**src/rtl/prog_delay_line.sv**
```systemverilog
// prog_delay_line: runtime-programmable delay line counted in valid samples, with a circular RAM and fill masking
module prog_delay_line #(
   parameter int WIDTH     = 16,
   parameter int MAX_DELAY = 64,
   parameter int DLY_W     = $clog2(MAX_DELAY + 1)
) (
   input  logic             clk,
   input  logic             rst_n,
   input  logic             cfg_load,
   input  logic [DLY_W-1:0] delay_cfg,
   input  logic [WIDTH-1:0] din,
   input  logic             din_valid,
   output logic [WIDTH-1:0] dout,
   output logic             dout_valid,
   output logic [DLY_W-1:0] cur_delay,
   output logic             cfg_err
);
   localparam int AW = MAX_DELAY > 1 ? $clog2(MAX_DELAY) : 1;
   typedef enum logic {FILL, RUN} state_t;
   state_t           state, state_eff;
   logic [WIDTH-1:0] mem [MAX_DELAY];
   logic [AW-1:0]    wr_ptr, rd_addr;
   logic [DLY_W-1:0] fill, fill_eff, d_cfg, d_eff;
   logic [DLY_W:0]   rd_sum;
   logic             emit;
   // a load in this cycle takes effect for the sample arriving with it
   always_comb begin
      d_cfg     = delay_cfg > DLY_W'(MAX_DELAY) ? DLY_W'(MAX_DELAY) : delay_cfg;
      d_eff     = cfg_load ? d_cfg : cur_delay;
      fill_eff  = cfg_load ? '0 : fill;
      state_eff = cfg_load ? FILL : state;
      emit      = din_valid && (state_eff == RUN || fill_eff == d_eff);
      rd_sum    = (DLY_W+1)'(wr_ptr) + (DLY_W+1)'(MAX_DELAY) - (DLY_W+1)'(d_eff);
      rd_addr   = AW'(rd_sum >= (DLY_W+1)'(MAX_DELAY) ? rd_sum - (DLY_W+1)'(MAX_DELAY) : rd_sum);
   end
   always_ff @(posedge clk)
      if (din_valid) mem[wr_ptr] <= din;
   always_ff @(posedge clk or negedge rst_n)
      if (!rst_n) begin
         dout       <= '0;
         dout_valid <= 1'b0;
         cur_delay  <= '0;
         cfg_err    <= 1'b0;
         wr_ptr     <= '0;
         fill       <= '0;
         state      <= FILL;
      end else begin
         if (cfg_load) begin
            cur_delay <= d_cfg;
            cfg_err   <= cfg_err | (delay_cfg > DLY_W'(MAX_DELAY));
         end
         dout_valid <= emit;
         if (emit) dout <= d_eff == '0 ? din : mem[rd_addr];
         if (din_valid) wr_ptr <= wr_ptr == AW'(MAX_DELAY - 1) ? '0 : wr_ptr + AW'(1);
         fill  <= din_valid && state_eff == FILL ? fill_eff + DLY_W'(1) : fill_eff;
         state <= emit ? RUN : state_eff;
      end
endmodule

```
**config.mk**
```make
export PLATFORM = sky130hd
export DESIGN_NAME = prog_delay_line
export DESIGN_NICKNAME = d
export VERILOG_FILES = /design/src/rtl/prog_delay_line.sv
export SDC_FILE = /design/constraint.sdc
export NUM_CORES = 1
export LEC_CHECK = 0
export ABC_CLOCK_PERIOD_IN_PS = 8900
export CORE_ASPECT_RATIO = 0.5
export CORE_UTILIZATION = 35
export DETAILED_ROUTE_END_ITERATION = 12
export RECOVER_POWER = 100
export SLEW_MARGIN = 20
export SYNTH_ARGS = -nofsm -noshare
export SYNTH_HDL_FRONTEND = slang
export SYNTH_SLANG_ARGS = --single-unit
```
**constraint.sdc**
```tcl
create_clock -name clk -period 8.9 [get_ports clk]
set_input_delay 1.335 -clock clk [delete_from_list [all_inputs] [get_ports clk]]
set_output_delay 1.335 -clock clk [all_outputs]
set_load 0.01 [all_outputs]
```
==> summary.md <==
| Metric | Value |
|---|---|
| Top cell type's share of synthesized area | 0.7382 |
| WS Path Type | in -> reg |
| Clock insertion delay at the later pin of the skew report | 0.68 ns |
| Max VDD drop | 0.0005209 V |
| Top Layer Used | met4 |
| Area Growth Syn to Fin | 13.40% |
| Placeable Area | 117900 µm² |
| Initial core utilization | 0.3532 |
| H-tree depth | 3 |
| P_leak | 0.01478 µW |
| Max-cap violations | 34 |
| DP Worst Slack | 2.536 ns |
| PD cells | 344.4 nW/µm² |
| Slew Viols, Final | 1401 |
| Mapped Nets | 2021 |
| Wirelength, routed | 103200 µm |
| Post-Layout Cell Count | 3806 |
| Async S/R FF share, synth | 0.03669 |
| Yosys top cell by area | edfxtp_1 |
| F_max | 0.1474 GHz |
| Total number of vias | 20540 |
| DRC | 0 |
| Setup ws final | 2.114 ns |
| Crit. End Element | register |
| Fin util | 0.4006 |
| Layout cells sized above 1 | 0.2155 |
| Die width | 489.9 µm |
| Antenna Nets Post-Route | 0 |
| Via-to-Cell Ratio | 5.396 |
| Post-CTS Setup Inserts | 0 |
| Post-Syn Area | 41660 µm² |
| Slew @ Worst Pin | 3.783 ns |
| Met2 Wirelength | 48880 µm |
| Met3 Routed Length | 6889 µm |
| Final nets | 2158 |
| Status | finished, violations left |
| Row cnt | 89 |
| Clock sinks | 1063 |
| Fin Setup TNS | 0 ns |
| Slew Limit Headroom | -1.522 |
| Hold-fix buffers, CTS | 0 |
| GP Congestion | 0.8434 |
| Fin. Hold Viols | 0 |
| Synth Flop Type | edfxtp_1 |
| Post-synth top cells | 1024 x edfxtp_1, 272 x mux4_2, 139 x nand2_1 |
| Clk pin slew, worst setup/hold paths | 0.06 ns |
| Worst Clk Skew | 0.02713 ns |
| Num CTS Buffers | 101 |
| Port bufs | 51 |
| Period utilisation layout | 0.7625 |
| Crit path launch type | primary input |
| Router iterations before antenna repair | 7 |
| CTS tree | yes |
| RSZ-0062 raised after global routing | no |
| Number of global-route vias before repair | 20340 |
| DRT iter0 DRCs | 2443 |
| Final worst path period need | 6.786 ns |
| Crit Path Max Fanout | 65 |
| Setup Viol. Count Final | 0 |
| Post-synth EDFFs | 1024 |
| GR Util All Layers | 0.1709 |
| First-pass GRT wire length | 148100 µm |
| CTS resizes | 0 |
| Yosys cell types | 57 |
| Die ar. | 120500 µm² |
| Warnings from Yosys | 0 |
| Sequential fraction of the synthesis area | 0.7616 |
| Placed Cells | 3611 |
| Synthesized flop and latch total | 1063 |
| HP Class | reg -> reg |
| Critical path arrival | 7.30 ns |
| Largest net degree at the start of global routing | 71 |
| Mean area per synthesized cell | 20.97 µm² |
| Root Buffer | clkbuf_16 |
| Aggregate global routing overflow | 0 |
| WL met1 | 44630 µm |
| Area contributors post-synth | edfxtp_1 74%, mux4_2 15%, dfrtp_1 2.3% |
| Antenna violations before repair | 3 |
| Die Height | 245.9 µm |
| Cells after Synth | 1986 |
| Maximum root-to-sink buffer count | 3 |
| Detailed Place HPWL | 59740 µm |
| Top-count cell post-synth | edfxtp_1 |
| Top Ports | 52 |
| CP Data Required Time | 9.42 ns |
| Failing checks | capacitance limit, slew limit |
| Drt wl/cell | 27.13 µm |
-- through the flow --
step / hold WS [ns] / instance area (µm²) / total power, µW
6_report: 0.4687 / 47240 / 16270
5_1_grt: 0.4771 / 47230 / 16830
4_1_cts: 0.4696 / 47620 / 16430
3_5_place_dp: 0.4557 / 44360 / 12190
3_3_place_gp: 0.4548 / 44360 / 12180
2_1_floorplan: 0.5117 / 41660 / 9920
-- critical path, stage by stage --
cell and delay, ns:
dlygate4sd3_1 1.02, inv_1 0.24, a22oi_1 0.32, inv_1 0.13, fa_1 2.03, buf_12 0.43
mux4_2 0.37, nand2_1 0.09, a21oi_1 0.10, a311o_1 0.32, a221oi_1 0.65, a31oi_1 0.18
-- placed cells by master (no fill, tap or decap), drive strengths merged, types with 5 or more instances in the layout --
cell type / n
a21oi: 22
clkinv: 43
and3: 18
nand3: 39
nand4: 18
ha: 7
o21ai: 10
dfrtp: 39
a311o: 16
diode: 5
a22oi: 18
nand2: 139
bufinv: 8
xnor2: 10
mux2i: 31
nand2b: 8
xor2: 14
nor3: 9
clkdlybuf4s50: 7
dlygate4sd3: 27
a31oi: 16
edfxtp: 1024
buf: 37
nor2b: 7
clkbuf: 204
inv: 15
a221oi: 16
mux4: 272
nor2: 105
-- sequential cells by signal, indices dropped and copies added, names as in the netlist --
name        cells
fill            7
wr_ptr          6
state           1
dout           16
mem          1024
dout_valid      1
cfg_err         1
cur_delay       7
-- where the power goes --
group | internal [µW] | total [µW] | switching, µW
Sequential | 5720 | 5880 | 162
Combinational | 2380 | 6130 | 3750
Clock | 2430 | 4260 | 1830
Total | 10500 | 16300 | 5730
-- kinds of logic after synthesis --
logic type,count (synthesis),synth area share
flops,1063,0.7616
buf+inv,119,0.01550
mux,304,0.1548
fa+ha+maj,8,0.002583
xor+xnor,24,0.005407
compound gates,109,0.02166
simple gates,359,0.03848
-- area by class of cell --
cell class	count	area, µm²
Antenna cell	5	12.51
Clock buffer	134	2786
Clock inverter	55	475.5
Fill cell	10430	70690
Inverter	12	45.04
Multi-Input combinational cell	804	9286
Sequential cell	1063	31730
Tap cell	1592	1992
Timing Repair Buffer	141	915.9
-- metal layers --
metal / vias up / track usage
met5: - / 0
met4: 0 / 0.05057
met3: 157 / 0.02390
met2: 798 / 0.2669
met1: 11100 / 0.2487
li1: 8488 / -
-- worst paths after layout --
check / from / endpoint / slack, ns / cells past startpoint
max in group asynchronous: rst_n / fill[0] / 5.43 / 2
hold reg to reg: cfg_err / cfg_err / 0.47 / 1
setup reg to reg: wr_ptr[0] / dout[14] / 3.35 / 10
min in group asynchronous: rst_n / dout[5] / 1.76 / 2
hold / removal: cfg_err / cfg_err / 0.47 / 1
setup / recovery: cfg_load / dout[14] / 2.11 / 12
Note: power is estimated with default switching activity, not from simulation.
